`src/rtl/pic_host_pkg.sv`:
```
`default_nettype none
// ============================================================================
// Module      : pic_host_pkg
// Description : Shared FSM states, A0 encodings and ICW1 bit indices for the
//               host-side PIC acknowledge / programming master.
// Revision    : 1.0 - initial release
// ============================================================================
package pic_host_pkg;

    typedef enum logic [2:0] {
        IDLE      = 3'd0,
        ACK1      = 3'd1,
        GAP       = 3'd2,
        ACK2      = 3'd3,
        HOLD      = 3'd4,
        WR_LO     = 3'd5,
        WR_END    = 3'd6,
        INIT_NEXT = 3'd7
    } pic_state_t;

    localparam logic A0_ICW1_OCW23 = 1'b0;
    localparam logic A0_ICWn_OCW1  = 1'b1;

    localparam int ICW1_IC4  = 0;
    localparam int ICW1_SNGL = 1;

    // Returns {last, next_idx}; index 0..3 maps to ICW1..ICW4.
    function automatic logic [2:0] icw_next(input logic [1:0] idx,
                                            input logic       ic4,
                                            input logic       sngl);
        logic [2:0] r;
        case (idx)
            2'd0:    r = {1'b0, 2'd1};
            2'd1:    r = !sngl ? {1'b0, 2'd2} : (ic4 ? {1'b0, 2'd3} : {1'b1, 2'd0});
            2'd2:    r = ic4 ? {1'b0, 2'd3} : {1'b1, 2'd0};
            default: r = {1'b1, 2'd0};
        endcase
        return r;
    endfunction

endpackage
`default_nettype wire

```
`src/rtl/pic_inta_master_if.sv`:
```
`default_nettype none
// ============================================================================
// Module      : pic_inta_master_if
// Description : PIC bus, host write request and vector handshake signals.
// Revision    : 1.0 - initial release
// ============================================================================
interface pic_inta_master_if;
    logic       int_in;
    logic       int_enable;
    logic       inta_n;
    logic [7:0] data_in;
    logic       cs_n;
    logic       wr_n;
    logic       a0;
    logic [7:0] data_out;
    logic       data_oe;
    logic       wr_req;
    logic       wr_a0;
    logic [7:0] wr_data;
    logic       wr_ack;
    logic [7:0] vector_out;
    logic       vector_valid;
    logic       vector_ready;
    logic       init_start;
    logic [7:0] icw1;
    logic [7:0] icw2;
    logic [7:0] icw3;
    logic [7:0] icw4;
    logic       init_busy;
    logic       init_done;

    modport master (
        input  int_in, int_enable, data_in, wr_req, wr_a0, wr_data,
               vector_ready, init_start, icw1, icw2, icw3, icw4,
        output inta_n, cs_n, wr_n, a0, data_out, data_oe, wr_ack,
               vector_out, vector_valid, init_busy, init_done
    );

    modport slave (
        output int_in, int_enable, data_in, wr_req, wr_a0, wr_data,
               vector_ready, init_start, icw1, icw2, icw3, icw4,
        input  inta_n, cs_n, wr_n, a0, data_out, data_oe, wr_ack,
               vector_out, vector_valid, init_busy, init_done
    );
endinterface
`default_nettype wire

```
`src/rtl/pic_sync2.sv`:
```
`default_nettype none
// ============================================================================
// Module      : pic_sync2
// Description : Two-flop synchronizer, asynchronous active-high reset to 0.
// Revision    : 1.0 - initial release
// ============================================================================
module pic_sync2 (
    input  logic clk,
    input  logic reset,
    input  logic d,
    output logic q
);
    logic r_meta;
    logic r_sync;

    always_ff @(posedge clk or posedge reset) begin
        if (reset) begin
            r_meta <= 1'b0;
            r_sync <= 1'b0;
        end else begin
            r_meta <= d;
            r_sync <= r_meta;
        end
    end

    assign q = r_sync;
endmodule
`default_nettype wire

```
`src/rtl/pic_inta_master.sv`:
```
`default_nettype none
// ============================================================================
// Module      : pic_inta_master
// Description : Runs the two-pulse INTA acknowledge, captures the vector and
//               performs CS/WR bus writes. Macro PIC_INIT_SEQ_EN adds an
//               automatic ICW1..ICW4 init sequence.
// Revision    : 1.0 - initial release
// ============================================================================
module pic_inta_master
    import pic_host_pkg::*;
#(
    parameter int INTA_LOW_CYCLES = 2,
    parameter int INTA_GAP_CYCLES = 2,
    parameter int WR_LOW_CYCLES   = 2
) (
    input  logic              clk,
    input  logic              reset,
    pic_inta_master_if.master bus
);
    localparam int c_CNT_W = 8;
    localparam logic [c_CNT_W-1:0] c_INTA_LOAD = c_CNT_W'(INTA_LOW_CYCLES - 1);
    localparam logic [c_CNT_W-1:0] c_GAP_LOAD  = c_CNT_W'(INTA_GAP_CYCLES - 1);
    localparam logic [c_CNT_W-1:0] c_WR_LOAD   = c_CNT_W'(WR_LOW_CYCLES - 1);

    pic_state_t         r_state, w_state_next;
    logic [c_CNT_W-1:0] r_cnt, w_cnt_next;
    logic               w_int_s, w_load_wr, w_init_busy, w_wr_a0_sel;
    logic [7:0]         w_wr_data_sel;
    logic               w_inta_n, w_cs_n, w_data_oe, w_wr_ack, w_vector_valid, w_capture;
    logic               r_inta_n, r_cs_n, r_wr_n, r_a0, r_data_oe, r_wr_ack;
    logic               r_vector_valid, r_capture;
    logic [7:0]         r_data_out, r_vector_out;

    pic_sync2 u_sync (
        .clk   (clk),
        .reset (reset),
        .d     (bus.int_in),
        .q     (w_int_s)
    );

`ifdef PIC_INIT_SEQ_EN
    logic [1:0] r_icw_idx;
    logic       r_init_busy;
    logic       r_init_done;
    logic [2:0] w_icw_step;

    assign w_icw_step = icw_next(r_icw_idx, bus.icw1[ICW1_IC4], bus.icw1[ICW1_SNGL]);

    always_ff @(posedge clk or posedge reset) begin
        if (reset) begin
            r_icw_idx   <= 2'd0;
            r_init_busy <= 1'b0;
            r_init_done <= 1'b0;
        end else if (r_state == IDLE && !r_init_busy && bus.init_start) begin
            r_icw_idx   <= 2'd0;
            r_init_busy <= 1'b1;
            r_init_done <= 1'b0;
        end else if (r_state == INIT_NEXT) begin
            r_icw_idx   <= w_icw_step[1:0];
            r_init_busy <= !w_icw_step[2];
            r_init_done <= w_icw_step[2];
        end
    end

    always_comb begin
        w_wr_data_sel = bus.wr_data;
        w_wr_a0_sel   = bus.wr_a0;
        if (r_init_busy) begin
            case (r_icw_idx)
                2'd0:    begin w_wr_data_sel = bus.icw1; w_wr_a0_sel = A0_ICW1_OCW23; end
                2'd1:    begin w_wr_data_sel = bus.icw2; w_wr_a0_sel = A0_ICWn_OCW1;  end
                2'd2:    begin w_wr_data_sel = bus.icw3; w_wr_a0_sel = A0_ICWn_OCW1;  end
                default: begin w_wr_data_sel = bus.icw4; w_wr_a0_sel = A0_ICWn_OCW1;  end
            endcase
        end
    end

    assign w_init_busy   = r_init_busy;
    assign bus.init_busy = r_init_busy;
    assign bus.init_done = r_init_done;
`else
    logic w_unused;
    assign w_unused      = ^{bus.init_start, bus.icw1, bus.icw2, bus.icw3, bus.icw4};
    assign w_init_busy   = 1'b0;
    assign w_wr_data_sel = bus.wr_data;
    assign w_wr_a0_sel   = bus.wr_a0;
    assign bus.init_busy = 1'b0;
    assign bus.init_done = 1'b1;
`endif

    always_ff @(posedge clk or posedge reset) begin
        if (reset) begin
            r_state <= IDLE;
            r_cnt   <= '0;
        end else begin
            r_state <= w_state_next;
            r_cnt   <= w_cnt_next;
        end
    end

    // r_wr_ack blocks the still-held wr_req from restarting a write on the ack cycle.
    always_comb begin
        w_state_next = r_state;
        w_cnt_next   = (r_cnt != '0) ? r_cnt - 1'b1 : r_cnt;
        w_load_wr    = 1'b0;
        case (r_state)
            IDLE: begin
                if (w_init_busy) begin
                    w_state_next = WR_LO;
                    w_cnt_next   = c_WR_LOAD;
                    w_load_wr    = 1'b1;
                end else if (w_int_s && bus.int_enable) begin
                    w_state_next = ACK1;
                    w_cnt_next   = c_INTA_LOAD;
                end else if (bus.wr_req && !r_wr_ack) begin
                    w_state_next = WR_LO;
                    w_cnt_next   = c_WR_LOAD;
                    w_load_wr    = 1'b1;
                end
            end
            ACK1: if (r_cnt == '0) begin
                w_state_next = GAP;
                w_cnt_next   = c_GAP_LOAD;
            end
            GAP: if (r_cnt == '0) begin
                w_state_next = ACK2;
                w_cnt_next   = c_INTA_LOAD;
            end
            ACK2:  if (r_cnt == '0) w_state_next = HOLD;
            HOLD:  if (r_vector_valid && bus.vector_ready) w_state_next = IDLE;
            WR_LO: if (r_cnt == '0) w_state_next = WR_END;
`ifdef PIC_INIT_SEQ_EN
            WR_END:    w_state_next = w_init_busy ? INIT_NEXT : IDLE;
            INIT_NEXT: w_state_next = IDLE;
`else
            WR_END:    w_state_next = IDLE;
`endif
            default:   w_state_next = IDLE;
        endcase
    end

    always_comb begin
        w_inta_n       = !(r_state == ACK1 || r_state == ACK2);
        w_cs_n         = (r_state != WR_LO);
        w_data_oe      = (r_state == WR_LO || r_state == WR_END);
        w_wr_ack       = (r_state == WR_END);
        w_vector_valid = (r_state == HOLD) && !(r_vector_valid && bus.vector_ready);
        w_capture      = (r_state == ACK2) && (r_cnt == '0);
    end

    // Registered outputs lag the state by one clock; r_capture lands in the last inta_n-low cycle.
    always_ff @(posedge clk or posedge reset) begin
        if (reset) begin
            r_inta_n       <= 1'b1;
            r_cs_n         <= 1'b1;
            r_wr_n         <= 1'b1;
            r_a0           <= 1'b0;
            r_data_out     <= 8'h00;
            r_data_oe      <= 1'b0;
            r_wr_ack       <= 1'b0;
            r_vector_valid <= 1'b0;
            r_vector_out   <= 8'h00;
            r_capture      <= 1'b0;
        end else begin
            r_inta_n       <= w_inta_n;
            r_cs_n         <= w_cs_n;
            r_wr_n         <= w_cs_n;
            r_data_oe      <= w_data_oe;
            r_wr_ack       <= w_wr_ack;
            r_vector_valid <= w_vector_valid;
            r_capture      <= w_capture;
            if (r_capture) r_vector_out <= bus.data_in;
            if (w_load_wr) begin
                r_a0       <= w_wr_a0_sel;
                r_data_out <= w_wr_data_sel;
            end
        end
    end

    assign bus.inta_n       = r_inta_n;
    assign bus.cs_n         = r_cs_n;
    assign bus.wr_n         = r_wr_n;
    assign bus.a0           = r_a0;
    assign bus.data_out     = r_data_out;
    assign bus.data_oe      = r_data_oe;
    assign bus.wr_ack       = r_wr_ack;
    assign bus.vector_valid = r_vector_valid;
    assign bus.vector_out   = r_vector_out;
endmodule
`default_nettype wire

```
`src/flat_wrapper.sv`:
```
// flat-port wrapper written by rule: the top's interface ports become plain ports
module pic_inta_master_flat import pic_host_pkg::*;
#(
    parameter int INTA_LOW_CYCLES = 2,
    parameter int INTA_GAP_CYCLES = 2,
    parameter int WR_LOW_CYCLES   = 2
)
  (clk, reset, bus_int_in, bus_int_enable, bus_data_in, bus_wr_req, bus_wr_a0, bus_wr_data, bus_vector_ready, bus_init_start, bus_icw1, bus_icw2, bus_icw3, bus_icw4, bus_inta_n, bus_cs_n, bus_wr_n, bus_a0, bus_data_out, bus_data_oe, bus_wr_ack, bus_vector_out, bus_vector_valid, bus_init_busy, bus_init_done);
  pic_inta_master_if bus_i ();
  input  logic clk;
  input  logic reset;
  input wire logic [$bits(bus_i.int_in)-1:0] bus_int_in;
  input wire logic [$bits(bus_i.int_enable)-1:0] bus_int_enable;
  input wire logic [$bits(bus_i.data_in)-1:0] bus_data_in;
  input wire logic [$bits(bus_i.wr_req)-1:0] bus_wr_req;
  input wire logic [$bits(bus_i.wr_a0)-1:0] bus_wr_a0;
  input wire logic [$bits(bus_i.wr_data)-1:0] bus_wr_data;
  input wire logic [$bits(bus_i.vector_ready)-1:0] bus_vector_ready;
  input wire logic [$bits(bus_i.init_start)-1:0] bus_init_start;
  input wire logic [$bits(bus_i.icw1)-1:0] bus_icw1;
  input wire logic [$bits(bus_i.icw2)-1:0] bus_icw2;
  input wire logic [$bits(bus_i.icw3)-1:0] bus_icw3;
  input wire logic [$bits(bus_i.icw4)-1:0] bus_icw4;
  output wire logic [$bits(bus_i.inta_n)-1:0] bus_inta_n;
  output wire logic [$bits(bus_i.cs_n)-1:0] bus_cs_n;
  output wire logic [$bits(bus_i.wr_n)-1:0] bus_wr_n;
  output wire logic [$bits(bus_i.a0)-1:0] bus_a0;
  output wire logic [$bits(bus_i.data_out)-1:0] bus_data_out;
  output wire logic [$bits(bus_i.data_oe)-1:0] bus_data_oe;
  output wire logic [$bits(bus_i.wr_ack)-1:0] bus_wr_ack;
  output wire logic [$bits(bus_i.vector_out)-1:0] bus_vector_out;
  output wire logic [$bits(bus_i.vector_valid)-1:0] bus_vector_valid;
  output wire logic [$bits(bus_i.init_busy)-1:0] bus_init_busy;
  output wire logic [$bits(bus_i.init_done)-1:0] bus_init_done;
  assign bus_i.int_in = bus_int_in;
  assign bus_i.int_enable = bus_int_enable;
  assign bus_i.data_in = bus_data_in;
  assign bus_i.wr_req = bus_wr_req;
  assign bus_i.wr_a0 = bus_wr_a0;
  assign bus_i.wr_data = bus_wr_data;
  assign bus_i.vector_ready = bus_vector_ready;
  assign bus_i.init_start = bus_init_start;
  assign bus_i.icw1 = bus_icw1;
  assign bus_i.icw2 = bus_icw2;
  assign bus_i.icw3 = bus_icw3;
  assign bus_i.icw4 = bus_icw4;
  assign bus_inta_n = bus_i.inta_n;
  assign bus_cs_n = bus_i.cs_n;
  assign bus_wr_n = bus_i.wr_n;
  assign bus_a0 = bus_i.a0;
  assign bus_data_out = bus_i.data_out;
  assign bus_data_oe = bus_i.data_oe;
  assign bus_wr_ack = bus_i.wr_ack;
  assign bus_vector_out = bus_i.vector_out;
  assign bus_vector_valid = bus_i.vector_valid;
  assign bus_init_busy = bus_i.init_busy;
  assign bus_init_done = bus_i.init_done;
  pic_inta_master #(.INTA_LOW_CYCLES(INTA_LOW_CYCLES), .INTA_GAP_CYCLES(INTA_GAP_CYCLES), .WR_LOW_CYCLES(WR_LOW_CYCLES)) u_core (.clk(clk), .reset(reset), .bus(bus_i));
endmodule
```
`config.mk`:
```
export PLATFORM = sky130hd
export DESIGN_NAME = pic_inta_master_flat
export DESIGN_NICKNAME = d
export VERILOG_FILES = /design/src/rtl/pic_host_pkg.sv /design/src/rtl/pic_inta_master_if.sv /design/src/rtl/pic_sync2.sv /design/src/rtl/pic_inta_master.sv /design/src/flat_wrapper.sv
export SDC_FILE = /design/constraint.sdc
export NUM_CORES = 1
export LEC_CHECK = 0
export ABC_AREA = 1
export BUFFER_PORTS_ARGS = -buffer_cell sky130_fd_sc_hd__buf_2
export CORE_UTILIZATION = 38
export CTS_BUF_LIST = sky130_fd_sc_hd__clkbuf_8 sky130_fd_sc_hd__clkbuf_16
export CTS_CLUSTER_DIAMETER = 100
export DETAILED_ROUTE_END_ITERATION = 16
export PLACE_DENSITY = 0.68
export SLEW_MARGIN = 15
export SYNTH_ARGS = -nofsm -noshare
export SYNTH_HDL_FRONTEND = slang
export SYNTH_SLANG_ARGS = --single-unit
```
`constraint.sdc`:
```
create_clock -name clk -period 4.4 [get_ports clk]
set_clock_uncertainty 0.05 [all_clocks]
set_input_delay 0.88 -clock clk [delete_from_list [all_inputs] [get_ports clk]]
set_output_delay 0.88 -clock clk [all_outputs]
set_load 0.005 [all_outputs]
```
==> results of run 1 <==
per-stage QoR:
stage / area [um2] / hold WS (ns) / instances
floorplan: 1700 / 0.281 / 174
global placement: 1940 / 0.283 / 263
detailed placement: 1940 / 0.302 / 263
CTS: 2030 / 0.317 / 270
global route: 2030 / 0.340 / 270
finish: 2030 / 0.312 / 270
cells in the mapped netlist, drive strengths merged:
cell type | count | area share
nand2 | 37 | 0.089
dfrtp | 34 | 0.50
inv | 25 | 0.055
nor2 | 18 | 0.041
o21ai | 15 | 0.069
mux2 | 8 | 0.053
nand3 | 8 | 0.031
buf | 6 | 0.031
nand4 | 4 | 0.015
ha | 3 | 0.022
nor3 | 3 | 0.018
a21oi | 2 | 0.010
conb | 2 | 0.0044
dfstp | 2 | 0.031
or2 | 2 | 0.0074
xor2 | 2 | 0.010
clkbuf | 1 | 0.0022
o211ai | 1 | 0.0044
o21bai | 1 | 0.0044
layer usage:
metal,vias to the layer above,wire length [um]
met4,0,52
met3,6,212
met5,-,0
met1,537,1370
li1,629,-
met2,52,1100
worst max path at each step:
| stage | start | endpoint | cells past startpoint |
|---|---|---|---|
| after floorplan | reset | u_core.bus.a0 | 1 |
| after global placement | bus_int_enable | u_core.r_cnt[2] | 8 |
| after detailed placement | bus_int_enable | u_core.r_cnt[7] | 8 |
| after CTS | u_core.bus.cs_n | bus_wr_n | 1 |
| after global routing | u_core.bus.cs_n | bus_wr_n | 1 |
| final | u_core.bus.cs_n | bus_wr_n | 1 |
final cells by class:
class | count | area, um2 | area share
Inverter | 25 | 93.8 | 0.0462
Sequential cell | 36 | 903 | 0.444
Timing Repair Buffer | 46 | 233 | 0.114
Multi-Input combinational cell | 106 | 644 | 0.317
Tap cell | 50 | 62.6 | 0.0308
Clock buffer | 7 | 96.3 | 0.0474
registers in the layout, summed over array words and instances, names as in the netlist:
| name | flops |
|---|---|
| u_core.r_state | 3 |
| u_core.bus.a0 | 1 |
| u_core.bus.inta_n | 1 |
| u_core.bus.cs_n | 1 |
| u_core.bus.vector_valid | 1 |
| u_core.u_sync.r_meta | 1 |
| u_core.bus.vector_out | 8 |
| u_core.r_cnt | 8 |
| u_core.bus.data_out | 8 |
| u_core.r_capture | 1 |
| u_core.bus.wr_ack | 1 |
| u_core.bus.data_oe | 1 |
| u_core.u_sync.q | 1 |
report_power, final:
part           total [mW]  leakage (nW)  switching, mW  internal (mW)
logic               0.547         0.603          0.306          0.241
clock network       0.247        0.0503          0.108          0.139
registers           0.547         0.461         0.0883          0.459
layout by cell type (no fill, tap or decap), types with 2 or more instances in the layout:
cell type,instances
xor2_1,2
inv_1,25
o21ai_2,11
dfstp_2,2
nand4_1,4
or2_2,2
nand2_2,2
nor2_1,17
dfrtp_1,34
conb_1,2
mux2_2,8
o21ai_0,4
nand2_1,34
clkbuf_8,7
nand3_1,7
buf_2,45
ha_1,3
a21oi_2,2
cells by family (layout without fill, tap and decap cells):
| group | after synthesis | after routing | share of synthesized area |
|---|---|---|---|
| compound gates | 19 | 19 | 0.0877 |
| fa+ha+maj | 3 | 3 | 0.0221 |
| other cells | 2 | 2 | 0.00442 |
| flops | 36 | 36 | 0.532 |
| buf+inv | 32 | 78 | 0.0884 |
| xor+xnor | 2 | 2 | 0.0103 |
| mux | 8 | 8 | 0.0531 |
| simple gates | 72 | 72 | 0.202 |
==> impl_summary.md, run 1 <==
Routing
The number of violations reported at the end of detailed-routing iteration 0 is 80. In this run the remaining antenna-violating nets after routing total 0. In the final routed layout, each cell accounts on average for 10.1 um. The first TritonRoute pass finished after 4 iterations. The aggregate routed wire length is 2.73 mm. Using the TritonRoute via totals, the vias-per-cell ratio works out to between 4 and 5. For this block, the via count after detailed routing is around 1.2k. The post-detailed-route DRC marker count is 0.

Global route
The number of global-route vias before repair was about 1.1k. The first global-routing pass estimated around 4.6 mm of wire. For this run, global-route usage on met1 was measured as 0.171. The busiest metal layer after global routing is met2. Entering global routing, the biggest net connects 37 pins. For met3 alone, demand over resource in global routing was 0.0543.

In the global route stage, overall resource usage came out at 0.136. The met2 usage is 0.206. For this run the aggregate overflow at the end of global routing stands at 0.

The number of antenna violations at the first check in global routing is 0.

Setup path
The critical register-to-register path endpoint is u_core.r_cnt[0]. The critical path capture point type is an output pin. The number of cells on the worst reg-to-reg path is 8. The slowest library cell on the worst path is dfstp_2. The worst register-to-register path has a setup slack of between 2 and 3 ns.

The buffer and inverter count on the worst path is 1. The data arrival time at the worst-slack endpoint is around 0.90 ns. On the worst path, the slowest cell contributes a delay of between 0.5 and 0.6 ns. The maximum net fanout on the critical path is 2. The cell family contributing the most delay on the critical path is flip-flops. The launch point of the worst reg-to-reg path is u_core.r_cnt[0]. The critical path data required time is 3.47 ns.

Traced cell by cell, the critical path runs through buf_2. The type of the worst setup path is flip-flop to output pin. The element type at the critical path start is a flip-flop.

Timing
Setup repair after global routing left no endpoint under its margin. Subtracting the final worst setup slack from the clock period gives 1.83 ns. The hold violation total from the final report is 0.

The slack of the critical path is ~2.6 ns. Dividing the final minimum period by the clock period gives 0.417. The number of max-slew violations in the final report came to 0. The fmax is between 500 and 600 MHz. Adding up every negative setup slack in the final design gives 0 ns. The total setup violations reported at the end of the flow is 0.

Final layout
The final core utilization is 0.491. The repair_antennas step left the layout with diodes totalling 0. Of the cells placed in the final design, the portion with a size suffix greater than 1 is 0.386. The count of fill cells added during filler insertion is between 400 and 500.

The number of nets at the end of the flow is 279. The signed area change from the synthesized netlist to the final layout is 19.7%.

Power and ir drop
Power spread over the standard cell area amounts to roughly 660 nW/um2. The worst vdd rail ir drop is ~270 uV. The analysis attributes to cell leakage a power of ~1.1 nW. The total power of the final layout is 1.34 mW.

Logic synthesis
The number of nets handed over by synthesis was 233. In this run, synthesis produced a sequential element count of 36. Synthesis produced a netlist whose cell count is 174.

The sequential fraction of the synthesis area is 0.532. Yosys printed 0 warnings. The synthesized netlist occupies a cell area of 1700 um2. The post-synthesis cell type count is 27. A synthesized cell averages 9.76 um2.

Placement
OpenSTA, run right after detailed placement, puts the worst setup slack at roughly 2.5 ns. Detailed placement finished with a half-perimeter wire length of 2.02 mm. The global placer's final weighted congestion is slightly below 0.8. Port buffering added 45 buffers.

Floorplan
The number of standard-cell rows in the floorplan is 23. between 80 and 90 I/O pins were placed. From left edge to right edge, the die measures around 70 um. For this configuration, the core starts out at a cell density of 0.410. The area of the core is slightly above 4000 um2. The floorplan step defined a die boundary enclosing 4740 um2. The die span in y is between 60 and 70 um.

Clock network
After clock tree synthesis, the clock-pin slew on the worst setup and hold paths is 0.07 ns. The insertion delay to the later sink of the worst-skew pair is approximately 0.28 ns. The post-cts sizing count is 0. The clock passes through at most 2 buffers. The number of buffers created by CTS is 5. The clock tree synthesis step divided the H-tree into 2 levels. Clock tree synthesis found a total of 36 sinks.

The buffer count from post-CTS setup fixing is 0. The clock tree from TritonCTS is built. The clock tree root driver cell is clkbuf_8.

In this run, post-CTS hold repair placed 0 buffers.

Worst hold path
The number of stages on the worst hold path is 0. The start point of the worst min-delay path is u_core.u_sync.r_meta. The worst hold path belongs to the class flip-flop to flip-flop. The worst hold path terminates at u_core.u_sync.q.

Job
The max-capacitance violation count is 0.

Outcome
The run finished with clean final reports.
No activity file was read; power rests on OpenSTA's default activity.
==> run 2, diff against run 1 <==
==> constraint.sdc (replaced) <==
create_clock -name clk -period 1.9 [get_ports clk]
set_clock_uncertainty 0.05 [all_clocks]
set_input_delay 0.38 -clock clk [delete_from_list [all_inputs] [get_ports clk]]
set_output_delay 0.38 -clock clk [all_outputs]
set_load 0.005 [all_outputs]
==> impl_summary.md, run 2 (synthesis results as in run 1) <==
Power and ir drop
The total power of the final layout is 3.03 mW (was 1.34 mW). The power density over the cells was 1500 nW/um2 (was 660 nW/um2). The reported leakage power is 1.11 nW (about the same). The worst vdd rail ir drop is 646 uV (was 266 uV).

Setup path
The register-to-register setup slack is 0.21 ns (was 2.72 ns). The critical path capture point type is a flip-flop (was output pin). Counting stages on the worst path, the most repeated cell is inv_1. The element type at the critical path start is a flip-flop (unchanged). The cell family with the largest share of critical-path delay is adder cells (was flip-flops). Cells traversed along the worst timing path: inv_1 > ha_1 > nand2_1 > nor2_1 > inv_1 > ha_1 > inv_1 > o211ai_1 (was buf_2). The type of the worst setup path was flip-flop to flip-flop (was flip-flop to output pin). The critical path data required time was 2.05 ns (was 3.47 ns).

The slowest library cell on the worst path is dfrtp_1 (was dfstp_2). The buffer and inverter count on the worst path was 3 (was 1). The data arrival time at the worst-slack endpoint is 1.84 ns (was 0.90 ns).

The stage delay of the slowest cell on the critical path is 0.38 ns (was 0.52 ns). The maximum net fanout on the critical path came to 4 (was 2).

Final layout
Leading cell types in the layout, fill and taps excluded: 45 x buf_2, 34 x nand2_1, 34 x dfrtp_1 (unchanged). The number of nets at the end of the flow is 280 (was 279). The non-filler instance count after layout is 271 (was 270). The antenna diode instance count is 0 (unchanged).

The signed area change from the synthesized netlist to the final layout came to 19.1% (was 19.7%). The count of fill cells added during filler insertion was 392 (was 414). The most common cell after layout, fill and taps aside is buf_2 (unchanged). The layout cell share with drive strength beyond 1 is 0.385 (was 0.386). The final design area excluding fillers is 2020 um2 (was 2030 um2).

Clock network
The buffer levels on the longest clock path was 2 (unchanged). The clock-pin slew of the registers on the worst-case setup and hold paths is 0.07 ns (about the same). The number of clock sinks seen by CTS is 36 (unchanged). The count of hold buffers inserted by post-cts repair is 0 (unchanged). The post-cts sizing count was 0 (unchanged).

The clock tree root driver cell is clkbuf_8 (unchanged). The clock tree from TritonCTS is built (unchanged). The insertion delay to the later sink of the worst-skew pair came to 0.28 ns (about the same). The buffer count from post-CTS setup fixing was 0 (unchanged). The H-tree level count is 2 (unchanged).

The number of buffers created by CTS was 5 (unchanged).

Floorplan
The die span in x is 68.8 um (unchanged). The die span in y is 68.8 um (unchanged). The effective utilization at floorplan is 0.410 (unchanged).

The number of placed I/O pins was 81 (unchanged). The number of standard-cell rows in the floorplan is 23 (unchanged). The area of the die is 4740 um2 (unchanged). The area of the core is 4140 um2 (unchanged).

Timing
RSZ-0062 raised after global routing: false (unchanged). The slack of the critical path came to 0.212 ns (was 2.57 ns). The total setup violations reported at the end of the flow came to 0 (unchanged). The hold violation total from the final report is 0 (unchanged). The final setup TNS is 0 ns (unchanged). The routed design could run at a clock period as short as about 1.7 ns. Dividing the final minimum period by the clock period gives 0.888. Static timing analysis puts the maximum clock frequency at 592 MHz. The number of max-slew violations in the final report is 0 (unchanged).

Routing
The number of vias per cell is 4.46 (was 4.53). The post-detailed-route count of antenna-violating nets was 0 (unchanged). The aggregate routed wire length is 2.71 mm (was 2.73 mm). The average detailed-routed wire length per instance is 9.98 um (was 10.1 um). The first-pass iteration count of the detailed router is 4 (unchanged). The number of violations reported at the end of detailed-routing iteration 0 was 57 (was 80).

The post-detailed-route DRC marker count is 0 (unchanged). The via count came to 1210 (was 1224).

Placement
The detailed placer's ending HPWL is 1.95 mm (was 2.02 mm). The number of port buffers is 45 (unchanged). The count of placed standard cells including taps came to 264 (was 263). The post-detailed-placement cell area was 1940 um2 (about the same). The post-placement worst setup slack came to 0.237 ns (was 2.53 ns). The global placer's final weighted congestion is 0.805 (was 0.790).

Global route
The total overflow reported by the global router was 0 (unchanged). The number of antenna violations at the first check in global routing is 0 (unchanged). The global-route wire length before repair came to 4.54 mm (was 4.63 mm). The global-route total usage across every layer is 0.134 (was 0.136).

The number of global-route vias before repair came to 1110 (was 1068). The maximum number of pins on one net before global-route repair is 37 (unchanged).

Worst hold path
The type of the worst min-delay path is input port to asynchronous set/reset pin (was flip-flop to flip-flop).

Outcome
Result of the run: finished clean (unchanged).

Job
The max-capacitance violation count is 0 (unchanged).
run 2: cell count changes in the layout (fill, tap and decap cells not counted), sizes merged:
cell / change
clkbuf: -2
buf: +1
clkinv: +1
inv: +1
run 2: metal layers:
metal / track usage / up-vias / wire length (um)
li1: - / 633 / -
met1: 0.157 / 518 / 1300
met4: 0.0765 / 0 / 61
met5: 0 / - / 0
met2: 0.215 / 52 / 1100
met3: 0.0444 / 7 / 245
run 2: final timing paths:
| path | from | endpoint | cells after the start |
|---|---|---|---|
| worst min-delay path | reset | u_core.bus.data_out[5] | 3 |
| worst max register to register | u_core.r_cnt[1] | u_core.r_cnt[0] | 8 |
| worst min register to register | u_core.u_sync.r_meta | u_core.u_sync.q | 0 |
| min in group clk | bus_int_in | u_core.u_sync.r_meta | 1 |
| worst max-delay path | u_core.r_cnt[1] | u_core.r_cnt[0] | 8 |
| max in group asynchronous | reset | u_core.bus.cs_n | 3 |
run 2: final cells by class:
class,count,area (um2),share of cell area
multi-input combinational,106,644,0.319
timing repair buffer,47,240,0.119
clock buffer,5,68.8,0.0340
clock inverter,2,8.76,0.00433
sequential,36,903,0.447
tap,50,62.6,0.0309
inverter,25,93.8,0.0464
run 2: worst reg2reg max path: stages (launching register included):
cell,delay (ns)
dfrtp_1,0.38
inv_1,0.13
ha_1,0.17
nand2_1,0.07
nor2_1,0.18
inv_1,0.13
ha_1,0.29
inv_1,0.04
o211ai_1,0.16
run 2: per-stage QoR:
stage,utilization,hold WS [ns]
2_1_floorplan,-,0.281
3_3_place_gp,0.469,0.283
3_5_place_dp,0.469,0.296
4_1_cts,0.488,0.142
5_1_grt,0.488,0.141
6_report,0.488,0.138
run 2: where the power goes:
group	switching (mW)	internal [mW]
sequential	0.177	1.06
clock	0.241	0.243
combinational	0.740	0.570
total	1.16	1.88
